$ cat src/rtl/axi4stream_output_serializer_if.sv
// Word-in / AXI4-Stream-out handshake bundle for axi4stream_output_serializer.
// master: the serializer side; slave: the word source plus stream sink side.
interface axi4stream_output_serializer_if #(
  parameter int AXI_PACKET_SIZE = 8,
  parameter int BUFFER_SIZE     = 40
);
  logic [BUFFER_SIZE-1:0]     in_buffer;
  logic                       in_valid;
  logic                       in_ready;
  logic [AXI_PACKET_SIZE-1:0] tdata;
  logic                       tvalid;
  logic                       tready;
  logic                       tlast;
  logic                       busy;

  modport master (
    input  in_buffer, in_valid, tready,
    output in_ready, tdata, tvalid, tlast, busy
  );

  modport slave (
    output in_buffer, in_valid, tready,
    input  in_ready, tdata, tvalid, tlast, busy
  );
endinterface

$ cat src/rtl/axi4stream_output_serializer.sv
// Replays one row-packed word as AXI4-Stream beats, each row starting on a fresh beat.
// Define OUTPUT_SERIALIZER_TLAST_PER_ROW_EN to assert tlast at the end of every row.
module axi4stream_output_serializer #(
  parameter int AXI_PACKET_SIZE = 8,
  parameter int BUFFER_SIZE     = 40,
  parameter int ROW_SIZE        = 20,
  parameter int N_ROWS          = 2
) (
  input  logic aclk,
  input  logic areset,
  axi4stream_output_serializer_if.master io
);

  localparam int BEATS_PER_ROW = (ROW_SIZE + AXI_PACKET_SIZE - 1) / AXI_PACKET_SIZE;
  localparam int RW = (N_ROWS > 1) ? $clog2(N_ROWS) : 1;
  localparam int BW = (BEATS_PER_ROW > 1) ? $clog2(BEATS_PER_ROW) : 1;
  localparam logic [RW-1:0] LAST_ROW  = RW'(N_ROWS - 1);
  localparam logic [BW-1:0] LAST_BEAT = BW'(BEATS_PER_ROW - 1);

`ifdef OUTPUT_SERIALIZER_TLAST_PER_ROW_EN
  localparam bit TLAST_EVERY_ROW = 1'b1;
`else
  localparam bit TLAST_EVERY_ROW = 1'b0;
`endif

  localparam logic [0:0] IDLE   = 1'b0;
  localparam logic [0:0] STREAM = 1'b1;

  logic [0:0]                 state_q;
  logic [BUFFER_SIZE-1:0]     shadow_q;
  logic [RW-1:0]              row_q, row_n;
  logic [BW-1:0]              beat_q, beat_n;
  logic [AXI_PACKET_SIZE-1:0] tdata_q;
  logic                       tvalid_q, tlast_q, busy_q;
  logic                       beat_end, word_end;

  // Bits past the row end are masked so the next row never leaks into a padded beat.
  function automatic logic [AXI_PACKET_SIZE-1:0] beat_slice(
    input logic [BUFFER_SIZE-1:0] word,
    input logic [RW-1:0]          r,
    input logic [BW-1:0]          b
  );
    logic [AXI_PACKET_SIZE-1:0] mask;
    int remain;
    remain = ROW_SIZE - int'(b) * AXI_PACKET_SIZE;
    mask = (remain >= AXI_PACKET_SIZE) ? '1
         : ({AXI_PACKET_SIZE{1'b1}} >> (AXI_PACKET_SIZE - remain));
    return AXI_PACKET_SIZE'(word >> (int'(r) * ROW_SIZE + int'(b) * AXI_PACKET_SIZE)) & mask;
  endfunction

  function automatic logic tlast_rule(input logic row_end, input logic final_row);
    return row_end && (final_row || TLAST_EVERY_ROW);
  endfunction

  always_comb begin
    beat_end = (beat_q == LAST_BEAT);
    word_end = beat_end && (row_q == LAST_ROW);
    beat_n   = beat_end ? '0 : beat_q + 1'b1;
    row_n    = beat_end ? row_q + 1'b1 : row_q;
  end

  always_ff @(posedge aclk) begin
    if (areset) begin
      state_q  <= IDLE;
      shadow_q <= '0;
      row_q    <= '0;
      beat_q   <= '0;
      tdata_q  <= '0;
      tvalid_q <= 1'b0;
      tlast_q  <= 1'b0;
      busy_q   <= 1'b0;
    end else begin
      case (state_q)
        IDLE: begin
          if (io.in_valid) begin
            state_q  <= STREAM;
            shadow_q <= io.in_buffer;
            row_q    <= '0;
            beat_q   <= '0;
            tdata_q  <= beat_slice(io.in_buffer, '0, '0);
            tvalid_q <= 1'b1;
            busy_q   <= 1'b1;
            tlast_q  <= tlast_rule(LAST_BEAT == '0, LAST_ROW == '0);
          end
        end
        default: begin
          if (tvalid_q && io.tready) begin
            if (word_end) begin
              state_q  <= IDLE;
              row_q    <= '0;
              beat_q   <= '0;
              tdata_q  <= '0;
              tvalid_q <= 1'b0;
              tlast_q  <= 1'b0;
              busy_q   <= 1'b0;
            end else begin
              row_q   <= row_n;
              beat_q  <= beat_n;
              tdata_q <= beat_slice(shadow_q, row_n, beat_n);
              tlast_q <= tlast_rule(beat_n == LAST_BEAT, row_n == LAST_ROW);
            end
          end
        end
      endcase
    end
  end

  // Reset must hold in_ready low during the reset cycle itself, not just after it.
  assign io.in_ready = (state_q == IDLE) && !areset;
  assign io.tdata    = tdata_q;
  assign io.tvalid   = tvalid_q;
  assign io.tlast    = tlast_q;
  assign io.busy     = busy_q;

endmodule

$ cat src/flat_wrapper.sv
// flat-port wrapper written by rule: the top's interface ports become plain ports
module axi4stream_output_serializer_flat 
#(
  parameter int AXI_PACKET_SIZE = 8,
  parameter int BUFFER_SIZE     = 40,
  parameter int ROW_SIZE        = 20,
  parameter int N_ROWS          = 2
)
  (aclk, areset, io_in_buffer, io_in_valid, io_tready, io_in_ready, io_tdata, io_tvalid, io_tlast, io_busy);
  axi4stream_output_serializer_if #(.AXI_PACKET_SIZE(AXI_PACKET_SIZE), .BUFFER_SIZE(BUFFER_SIZE)) io_i ();
  input  logic aclk;
  input  logic areset;
  input wire logic [$bits(io_i.in_buffer)-1:0] io_in_buffer;
  input wire logic [$bits(io_i.in_valid)-1:0] io_in_valid;
  input wire logic [$bits(io_i.tready)-1:0] io_tready;
  output wire logic [$bits(io_i.in_ready)-1:0] io_in_ready;
  output wire logic [$bits(io_i.tdata)-1:0] io_tdata;
  output wire logic [$bits(io_i.tvalid)-1:0] io_tvalid;
  output wire logic [$bits(io_i.tlast)-1:0] io_tlast;
  output wire logic [$bits(io_i.busy)-1:0] io_busy;
  assign io_i.in_buffer = io_in_buffer;
  assign io_i.in_valid = io_in_valid;
  assign io_i.tready = io_tready;
  assign io_in_ready = io_i.in_ready;
  assign io_tdata = io_i.tdata;
  assign io_tvalid = io_i.tvalid;
  assign io_tlast = io_i.tlast;
  assign io_busy = io_i.busy;
  axi4stream_output_serializer #(.AXI_PACKET_SIZE(AXI_PACKET_SIZE), .BUFFER_SIZE(BUFFER_SIZE), .ROW_SIZE(ROW_SIZE), .N_ROWS(N_ROWS)) u_core (.aclk(aclk), .areset(areset), .io(io_i));
endmodule
$ cat config.mk
export PLATFORM = sky130hd
export DESIGN_NAME = axi4stream_output_serializer_flat
export DESIGN_NICKNAME = d
export VERILOG_FILES = /design/src/rtl/axi4stream_output_serializer_if.sv /design/src/rtl/axi4stream_output_serializer.sv /design/src/flat_wrapper.sv
export SDC_FILE = /design/constraint.sdc
export NUM_CORES = 1
export LEC_CHECK = 0
export CORE_MARGIN = 5
export CORE_UTILIZATION = 45
export CTS_BUF_LIST = sky130_fd_sc_hd__clkbuf_8 sky130_fd_sc_hd__clkbuf_16
export DETAILED_ROUTE_END_ITERATION = 10
export GPL_ROUTABILITY_DRIVEN = 0
export PLACE_DENSITY = 0.77
export SYNTH_ARGS = -nofsm -noshare
export SYNTH_HDL_FRONTEND = slang
export SYNTH_SLANG_ARGS = --single-unit
$ cat constraint.sdc
create_clock -name aclk -period 7 [get_ports aclk]
set_input_delay 1.4 -clock aclk [delete_from_list [all_inputs] [get_ports aclk]]
set_output_delay 1.4 -clock aclk [all_outputs]
set_load 0.02 [all_outputs]
==> flow_summary_export.csv, run 1 <==
group,metric,value,unit
worst_setup_path,crit_family,"buffers and inverters",
power,p_per_area,185,nW/µm²
worst_setup_path,rr_worst_depth,8,
worst_setup_path,cp_slowest_cell,"buf_2",
worst_setup_path,required,5600,ps
clocking,cts_resized,0,
hold_path,worst_hold_path.endpoint,"u_core.shadow_q[0]$_SDFFE_PP0P_",
yosys,ys_ff_latch,54,
global_routing,grt_pass1_wl,11.1,mm
worst_setup_path,rr_endpoint,"u_core.io.tdata[7]$_SDFFE_PP0P_",
finish,insertedDiodeCount,0,
global_routing,grt_start_max_net_pins,56,
clocking,clk_pin_slew,90,ps
place,portBuffers,55,
detailed_routing,ant_nets,0,
sta,hold_ws,468,ps
sta,final.period_utilization,59.3,%
power,ir_drop,0.0000951,V
global_routing,use_met3,3.86,%
run_status,outcome,"finished clean",
global_routing,grt_pass1_vias,2322,
finish,nNetsFinal,418,
sta,period_needed,4150,ps
sta,setup_violations,0,
yosys,seq_area_frac_synth,39.4,%
clocking,cts_buffers,5,
detailed_routing,drtPass1Iterations,4,
yosys,syn-num-nets,380,
finish,mostFrequentLayoutCells,"101 x nand2_1, 54 x clkdlybuf4s50_1, 54 x dfxtp_1",
yosys,yosys_warnings,0,
sta,tightestPinTransition,967,ps
global_routing,gr-total-overflow,0,
yosys,synth_edf_count,0,
die,num_io_pins,56,
clocking,clkSinkCount,54,
clocking,cts_root_buf,"clkbuf_8",
clocking,cts_max_level,2,
yosys,async_flop_share,0,%
sta,max_freq,241,MHz
finish,area_growth,21.9,%
power,power_leakage,1.20,nW
hold_path,hold_start,"u_core.shadow_q[0]$_SDFFE_PP0P_",
global_routing,grt_use_met1,25.9,%
yosys,synth_adder_area_share,0.912,%
global_routing,grt_busiest_layer,"met2",
yosys,synth_area,2740,µm²
hold_path,whs_path_depth,2,
detailed_routing,post-route-drc-count,0,
sta,slew_headroom,35.5,%
global_routing,antenna_found_initial,0,
clocking,hold_buffers,0,
clocking,clk_latency,310,ps
sta,report.final.slew_viol_count,0,
finish,drive_above_1_share,5.63,%
yosys,ys_types,45,
yosys,synth-main-ff-cell,"dfxtp_1",
detailed_routing,wire_per_inst,15.3,µm
die,core-area,5920,µm²
yosys,synthMuxAreaShare,11.8,%
clocking,cts_setup_buffers,0,
detailed_routing,finalWirelength,6.85,mm
die,die_x,88.1,µm
sta,rsz0062_at_grt,"no",
global_routing,grt_usage,18.2,%
worst_setup_path,end_kind,"primary output",
worst_setup_path,path_buf_inv,2,
die,die-area,7760,µm²
worst_setup_path,slowest_delay,710,ps
die,start_util,46.3,%
job,drv_cap,0,
worst_setup_path,timing.critical_path.cells,"buf_2 > nor2_1 > clkdlybuf4s50_1",
yosys,synthXorXnorAreaFrac,0,%
worst_setup_path,worstPathMaxFanout,55,
yosys,synth_area_per_cell,8.21,µm²
hold_path,hold_path.class,"reg2reg",
sta,finClkSkew,10.8,ps
sta,finalSetupTns,0,ps
finish,mostFrequentLayoutCell,"nand2_1",
die,rows,28,
worst_setup_path,worst-setup-path-type,"in2out",
clocking,cts_tree,"built",
finish,fillers,559,
place,dp_hpwl,4.94,mm
global_routing,grt.met2_usage,27.5,%
worst_setup_path,arrival,2750,ps
yosys,syn_inst,334,
worst_setup_path,worstSetupStartpointType,"primary input",
yosys,yosys.area_share.simple,24.6,%
detailed_routing,first_iter_violations,186,
clocking,clk_path_buf_depth,2,
yosys,synth_compound_area_share,17.8,%
detailed_routing,vias,2499,
worst_setup_path,reg2reg_slack,3330,ps
sta,final-hold-violation-count,0,
detailed_routing,vias_per_cell,5.58,
worst_setup_path,timing.rr.start,"u_core.beat_q[1]$_SDFFE_PP0P_",
yosys,synth_top_family_by_area,"simple AND/OR/NAND/NOR gates",
die,die_y,88.1,µm
-- how the worst max path moves through the flow --
stage | cells past startpoint | slack [ps] | start | end
floorplan | 3 | 3600 | areset | io_in_ready
global placement | 3 | 2820 | areset | io_in_ready
detailed placement | 3 | 2800 | areset | io_in_ready
CTS | 3 | 2800 | areset | io_in_ready
global route | 3 | 2670 | areset | io_in_ready
finish | 3 | 2850 | areset | io_in_ready
-- flip-flops by register name (all words and copies together) (netlist names) --
name / cells
u_core.io.tdata: 8
u_core.io.tlast: 1
u_core.row_q: 1
u_core.state_q: 1
u_core.io.tvalid: 1
u_core.shadow_q: 40
u_core.beat_q: 2
-- through the flow --
step	setup slack (ps)	instance area (µm²)	instances	util [%]	total power, mW
after floorplan	3600	2740	334	-	0.400
after global placement	2820	3250	440	54.9	0.446
after detailed placement	2800	3250	440	54.9	0.449
after CTS	2800	3340	448	56.4	0.622
after global routing	2670	3340	448	56.4	0.647
final	2850	3340	448	56.4	0.618
-- area by class of cell --
type | instances | area (µm²) | area share, %
multi-input cells | 254 | 1520 | 45.3
clock inverters | 2 | 8.76 | 0.262
clock buffers | 6 | 82.6 | 2.47
repair buffers | 57 | 561 | 16.8
flip-flops and latches | 54 | 1080 | 32.3
well taps | 75 | 93.8 | 2.81
-- where the power goes --
| part | internal [mW] | switching [mW] |
|---|---|---|
| combinational | 0.0524 | 0.0495 |
| sequential | 0.325 | 0.0154 |
| clock | 0.0785 | 0.0975 |
-- layer usage --
| metal | part of all wire (%) | wire (µm) | vias up |
|---|---|---|---|
| li1 | - | - | 1240 |
| met1 | 45 | 3090 | 1143 |
| met2 | 43 | 2970 | 101 |
| met3 | 9.1 | 621 | 15 |
| met4 | 2.5 | 168 | 0 |
| met5 | 0 | 0 | - |
-- cell usage after synthesis, types with 2 or more instances --
| master | instances | area (µm²) |
|---|---|---|
| nand2_1 | 101 | 379 |
| dfxtp_1 | 54 | 1080 |
| a21oi_1 | 50 | 250 |
| clkbuf_1 | 16 | 60.1 |
| nor2_1 | 13 | 48.8 |
| mux2i_1 | 10 | 100 |
| o21ai_0 | 10 | 50.1 |
| mux4_1 | 5 | 131 |
| nand2b_1 | 5 | 31.3 |
| or3_1 | 5 | 31.3 |
| a21boi_0 | 4 | 30.0 |
| buf_4 | 4 | 30.0 |
| nand3_1 | 4 | 20.0 |
| nor2b_1 | 4 | 25.0 |
| o32ai_1 | 4 | 35.0 |
| a311oi_1 | 3 | 26.3 |
| a32oi_1 | 3 | 26.3 |
| buf_6 | 3 | 33.8 |
| mux4_2 | 3 | 67.6 |
| nor3_1 | 3 | 15.0 |
| a211oi_1 | 2 | 15.0 |
| and2_1 | 2 | 12.5 |
| buf_2 | 2 | 10.0 |
| ha_1 | 2 | 25.0 |
| o211ai_1 | 2 | 15.0 |
-- worst reg2reg max path, cell delays in order, from the launching register on --
cell,delay [ps]
dfxtp_1,400
nor2b_1,170
ha_1,930
ha_1,750
mux2i_1,200
and4bb_1,300
o311ai_1,80
or4_1,550
a211oi_2,240
-- cells by family after synthesis --
logic type                 Yosys count
DFF                                 54
AOI/OAI and AO/OA                   83
muxes                               19
and+or+nand+nor                    150
buffers and inverters               26
adders and majority gates            2
Power figures use the tool's default switching activity.
==> run 2: changes to the inputs <==
--- a/config.mk
+++ b/config.mk
@@ -10,7 +10,7 @@
 export CTS_BUF_LIST = sky130_fd_sc_hd__clkbuf_8 sky130_fd_sc_hd__clkbuf_16
 export DETAILED_ROUTE_END_ITERATION = 10
 export GPL_ROUTABILITY_DRIVEN = 0
-export PLACE_DENSITY = 0.77
+export PLACE_DENSITY = 0.8
 export SYNTH_ARGS = -nofsm -noshare
 export SYNTH_HDL_FRONTEND = slang
 export SYNTH_SLANG_ARGS = --single-unit
==> constraint.sdc (replaced) <==
create_clock -name aclk -period 3.6 [get_ports aclk]
set_input_delay 0.72 -clock aclk [delete_from_list [all_inputs] [get_ports aclk]]
set_output_delay 0.72 -clock aclk [all_outputs]
set_load 0.02 [all_outputs]
==> flow_summary_export.csv, run 2 (synthesis results as in run 1) <==
group,metric,value,unit
run_status,outcome,"finished clean",
worst_setup_path,reg2reg_slack,700,ps
worst_setup_path,path_buf_inv,1,
worst_setup_path,required,3830,ps
clocking,cts_buffers,5,
place,dp_hpwl,4.98,mm
die,num_io_pins,56,
clocking,clk_path_buf_depth,2,
detailed_routing,drtPass1Iterations,4,
finish,insertedDiodeCount,0,
worst_setup_path,crit_family,"simple AND/OR/NAND/NOR gates",
die,rows,28,
clocking,cts_resized,0,
place,portBuffers,55,
sta,rsz0062_at_grt,"no",
sta,finClkSkew,6.58,ps
die,die_y,88.1,µm
sta,report.final.slew_viol_count,0,
worst_setup_path,timing.critical_path.cells,"nor2b_1 > ha_1 > ha_1 > buf_4 > mux2i_1 > nor3b_2 > o311ai_1 > or4_1 > a211oi_2",
finish,mostFrequentLayoutCells,"101 x nand2_1, 54 x clkdlybuf4s50_1, 54 x dfxtp_1",
sta,tightestPinTransition,642,ps
worst_setup_path,timing.rr.start,"u_core.beat_q[1]$_SDFFE_PP0P_",
clocking,cts_tree,"built",
clocking,clkSinkCount,54,
power,power_frac_seq,54.9,%
sta,final.period_utilization,80.6,%
clocking,hold_buffers,0,
global_routing,gr-total-overflow,0,
worst_setup_path,slowest_delay,550,ps
place,dp.cells,445,
finish,mostFrequentLayoutCell,"nand2_1",
sta,setup_violations,0,
worst_setup_path,crit_end,"u_core.io.tdata[7]$_SDFFE_PP0P_",
finish,area_growth,23.2,%
worst_setup_path,cp_common_cell,"ha_1",
global_routing,grt_start_max_net_pins,55,
die,die_x,88.1,µm
hold_path,hold_path.class,"reg2reg",
clocking,cts_max_level,2,
die,start_util,46.3,%
sta,period_needed,2900,ps
detailed_routing,finalWirelength,6.68,mm
power,clkPwrFrac,28.5,%
power,intPower,0.889,mW
worst_setup_path,cp.depth,9,
clocking,clk_pin_slew,90,ps
power,power_leakage,1.22,nW
die,die-area,7760,µm²
power,p_sw,0.316,mW
clocking,cts_root_buf,"clkbuf_8",
die,core-area,5920,µm²
sta,slew_headroom,57.2,%
sta,final-hold-violation-count,0,
finish,largest_reg_flops,40,
power,p_comb_share,16.7,%
power,p_sw_share,26.2,%
detailed_routing,ant_nets,0,
finish,final_cell_count_no_fill,453,
global_routing,grt_usage,18.1,%
worst_setup_path,crit_start,"u_core.beat_q[1]$_SDFFE_PP0P_",
global_routing,grt_pass1_wl,11.1,mm
hold_path,hold_start,"u_core.shadow_q[2]$_SDFFE_PP0P_",
power,ir_drop,0.000197,V
detailed_routing,post-route-drc-count,0,
sta,finalSetupTns,0,ps
detailed_routing,first_iter_violations,253,
power,p_per_area,356,nW/µm²
global_routing,antenna_found_initial,0,
detailed_routing,vias,2530,
sta,max_freq,345,MHz
worst_setup_path,worst-setup-path-type,"reg2reg",
clocking,clk_latency,310,ps
worst_setup_path,worstSetupStartpointType,"flip-flop",
worst_setup_path,end_kind,"flip-flop",
job,drv_cap,0,
worst_setup_path,cp_slowest_cell,"or4_1",
detailed_routing,wire_per_inst,14.8,µm
worst_setup_path,arrival,3130,ps
finish,drive_above_1_share,6.88,%
worst_setup_path,rr_endpoint,"u_core.io.tdata[7]$_SDFFE_PP0P_",
clocking,cts_setup_buffers,0,
detailed_routing,vias_per_cell,5.58,
global_routing,grt_pass1_vias,2305,
worst_setup_path,rr_worst_depth,9,
finish,top_register,"u_core.shadow_q",
finish,nNetsFinal,423,
worst_setup_path,worstPathMaxFanout,17,
run 2: changes by cell type in the layout (fill, tap and decap cells not counted):
cell / change
buf_4: +5
run 2: worst min path at each step:
stage / end / slack, ps / cells past startpoint
finish: u_core.shadow_q[2]$_SDFFE_PP0P_ / 450 / 2
global route: u_core.shadow_q[2]$_SDFFE_PP0P_ / 490 / 2
CTS: u_core.shadow_q[2]$_SDFFE_PP0P_ / 460 / 2
detailed placement: u_core.shadow_q[2]$_SDFFE_PP0P_ / 450 / 2
global placement: u_core.shadow_q[2]$_SDFFE_PP0P_ / 440 / 2
floorplan: u_core.shadow_q[1]$_SDFFE_PP0P_ / 430 / 2
run 2: final cells by class:
| cell class | instances | area [µm²] |
|---|---|---|
| Fill cell | 549 | 2540 |
| Timing Repair Buffer | 62 | 598 |
| Multi-Input combinational cell | 254 | 1520 |
| Tap cell | 75 | 93.8 |
| Clock buffer | 6 | 82.6 |
| Sequential cell | 54 | 1080 |
| Clock inverter | 2 | 8.76 |
run 2: metrics by stage:
stage	setup slack (ps)	power, mW	utilization, %	hold slack, ps	area, µm²
floorplan	1150	0.778	-	432	2740
global placement	874	0.870	55.5	441	3290
detailed placement	763	0.874	55.5	445	3290
CTS	724	1.21	57.1	458	3380
global route	607	1.27	57.1	489	3380
finish	699	1.20	57.1	455	3380
run 2: power by group through the flow:
stage	clock (mW)	combinational [mW]	sequential, mW
6_report	0.343	0.201	0.661
5_1_grt	0.380	0.222	0.665
4_1_cts	0.352	0.201	0.660
3_5_place_dp	0	0.200	0.674
3_3_place_gp	0	0.197	0.673
2_1_floorplan	0	0.106	0.672
run 2: worst min-delay path: stages (launching register included):
cell     delay (ps)
dfxtp_1         310
nand2_1          50
a21oi_1          50
run 2: layer usage:
layer | up-vias | global-route usage [%] | part of all wire, %
met5 | - | 0 | 0
met4 | 0 | 5.63 | 1.2
met3 | 10 | 3.86 | 8.8
met2 | 98 | 27.5 | 45
met1 | 1170 | 25.7 | 45
li1 | 1252 | - | -
==> run 3: changes to the inputs <==
--- a/config.mk
+++ b/config.mk
@@ -10,7 +10,7 @@
 export CTS_BUF_LIST = sky130_fd_sc_hd__clkbuf_8 sky130_fd_sc_hd__clkbuf_16
 export DETAILED_ROUTE_END_ITERATION = 10
 export GPL_ROUTABILITY_DRIVEN = 0
-export PLACE_DENSITY = 0.8
+export PLACE_DENSITY = 0.77
 export SYNTH_ARGS = -nofsm -noshare
 export SYNTH_HDL_FRONTEND = slang
 export SYNTH_SLANG_ARGS = --single-unit
==> constraint.sdc (replaced) <==
create_clock -name aclk -period 3 [get_ports aclk]
set_input_delay 0.6 -clock aclk [delete_from_list [all_inputs] [get_ports aclk]]
set_output_delay 0.6 -clock aclk [all_outputs]
set_load 0.02 [all_outputs]
==> flow_summary_export.csv, run 3 (synthesis results as in run 1) <==
group,metric,value,unit
run_status,outcome,"finished clean",
detailed_routing,ant_nets,0,
detailed_routing,wire_per_inst,15.4,µm
clocking,clk_latency,310,ps
detailed_routing,finalWirelength,6.99,mm
detailed_routing,drtPass1Iterations,4,
clocking,cts_setup_buffers,0,
global_routing,gr-total-overflow,0,
sta,setup_violations,0,
hold_path,worst_hold_path.endpoint,"u_core.shadow_q[0]$_SDFFE_PP0P_",
worst_setup_path,worstPathMaxFanout,10,
sta,tightestPinTransition,647,ps
finish,insertedDiodeCount,0,
die,die_y,88.1,µm
clocking,cts_resized,0,
worst_setup_path,timing.rr.start,"u_core.beat_q[1]$_SDFFE_PP0P_",
worst_setup_path,rr_endpoint,"u_core.io.tdata[7]$_SDFFE_PP0P_",
finish,drive_above_1_share,7.12,%
detailed_routing,vias,2511,
clocking,hold_buffers,0,
finish,nNetsFinal,424,
die,core-area,5920,µm²
finish,mostFrequentLayoutCell,"nand2_1",
worst_setup_path,cp_slowest_cell,"or4_1",
finish,area_growth,23.5,%
worst_setup_path,arrival,2900,ps
worst_setup_path,cp_common_cell,"ha_1",
detailed_routing,wl_met2,3.03,mm
clocking,cts_buffers,5,
detailed_routing,wl_met1,3.22,mm
worst_setup_path,worstSetupStartpointType,"flip-flop",
finish,mostFrequentLayoutCells,"101 x nand2_1, 54 x clkdlybuf4s50_1, 54 x dfxtp_1",
worst_setup_path,required,3230,ps
power,ir_drop,0.000181,V
finish,top_register,"u_core.shadow_q",
finish,largest_reg_flops,40,
worst_setup_path,reg2reg_slack,340,ps
detailed_routing,vias_per_cell,5.53,
sta,final.period_utilization,88.8,%
sta,rsz0062_at_grt,"no",
sta,max_freq,375,MHz
global_routing,grt_start_max_net_pins,55,
worst_setup_path,worst-setup-path-type,"reg2reg",
hold_path,hold_start,"u_core.shadow_q[0]$_SDFFE_PP0P_",
die,die-area,7760,µm²
power,p_per_area,428,nW/µm²
global_routing,grt_usage,19.0,%
clocking,clk_pin_slew,90,ps
sta,final-hold-violation-count,0,
die,start_util,46.3,%
worst_setup_path,path_buf_inv,0,
clocking,clk_path_buf_depth,2,
worst_setup_path,crit_family,"simple AND/OR/NAND/NOR gates",
place,portBuffers,55,
die,die_x,88.1,µm
global_routing,grt_pass1_vias,2452,
detailed_routing,top_layer,"met4",
sta,slew_headroom,56.8,%
worst_setup_path,slowest_delay,540,ps
die,num_io_pins,56,
hold_path,hold_path.class,"reg2reg",
clocking,cts_root_buf,"clkbuf_8",
sta,hold_ws,466,ps
worst_setup_path,rr_worst_depth,8,
worst_setup_path,timing.critical_path.cells,"nor2b_1 > ha_1 > ha_1 > mux2i_1 > and4bb_1 > o311ai_1 > or4_1 > a211oi_2",
clocking,cts_tree,"built",
power,power_leakage,1.23,nW
worst_setup_path,end_kind,"flip-flop",
detailed_routing,first_iter_violations,195,
place,dp_hpwl,5.13,mm
job,drv_cap,0,
die,rows,28,
hold_path,whs_path_depth,2,
clocking,cts_max_level,2,
sta,report.final.slew_viol_count,0,
sta,period_needed,2660,ps
clocking,clkSinkCount,54,
detailed_routing,routed-wl-met3,508,µm
sta,finClkSkew,3.71,ps
global_routing,grt_pass1_wl,11.7,mm
global_routing,antenna_found_initial,0,
sta,finalSetupTns,0,ps
detailed_routing,post-route-drc-count,0,
finish,utilization,57.2,%
finish,fillers,544,
-- run 3: area by class of cell --
cell class / count / area [µm²] / share of cell area (%)
clock buffers: 6 / 82.6 / 2.44
clock inverters: 2 / 8.76 / 0.259
multi-input cells: 254 / 1520 / 44.7
flip-flops and latches: 54 / 1080 / 31.9
well taps: 75 / 93.8 / 2.77
repair buffers: 63 / 606 / 17.9
-- run 3: stage by stage --
stage | power, mW | instances | setup slack, ps | area [µm²]
after global routing | 1.52 | 454 | 137 | 3390
after detailed placement | 1.05 | 446 | 355 | 3300
after CTS | 1.46 | 454 | 342 | 3390
after floorplan | 0.934 | 334 | 550 | 2740
final | 1.45 | 454 | 337 | 3390
after global placement | 1.04 | 446 | 426 | 3300
-- run 3: metal layers --
metal	up-vias	GRT usage, %
met5	-	0
met2	92	28.4
li1	1256	-
met4	0	8.24
met1	1144	26.4
met3	19	4.14
-- run 3: worst reg2reg max path, delay by kind of cell (launching register included) --
family	cells	cell delay (ps)
AND/OR/NAND/NOR	3	990
flip-flops	1	510
adder cells (fa/ha/maj)	2	640
AO/OA/AOI/OAI	2	290
multiplexers	1	160
-- run 3: worst max-delay path by stage --
| stage | start | end | slack (ps) | depth (start not counted) |
|---|---|---|---|---|
| global placement | u_core.beat_q[1]$_SDFFE_PP0P_ | u_core.io.tdata[7]$_SDFFE_PP0P_ | 430 | 8 |
| floorplan | u_core.beat_q[1]$_SDFFE_PP0P_ | u_core.io.tdata[7]$_SDFFE_PP0P_ | 550 | 9 |
| finish | u_core.beat_q[1]$_SDFFE_PP0P_ | u_core.io.tdata[7]$_SDFFE_PP0P_ | 340 | 8 |
| detailed placement | u_core.beat_q[1]$_SDFFE_PP0P_ | u_core.io.tdata[7]$_SDFFE_PP0P_ | 360 | 8 |
| CTS | u_core.beat_q[1]$_SDFFE_PP0P_ | u_core.io.tdata[7]$_SDFFE_PP0P_ | 340 | 8 |
| global route | u_core.beat_q[1]$_SDFFE_PP0P_ | u_core.io.tdata[7]$_SDFFE_PP0P_ | 140 | 9 |
-- run 3: report_power, final --
group	internal [mW]	total (mW)	switching (mW)
clock	0.183	0.413	0.229
combinational	0.126	0.242	0.116
sequential	0.758	0.794	0.0364
total	1.07	1.45	0.382
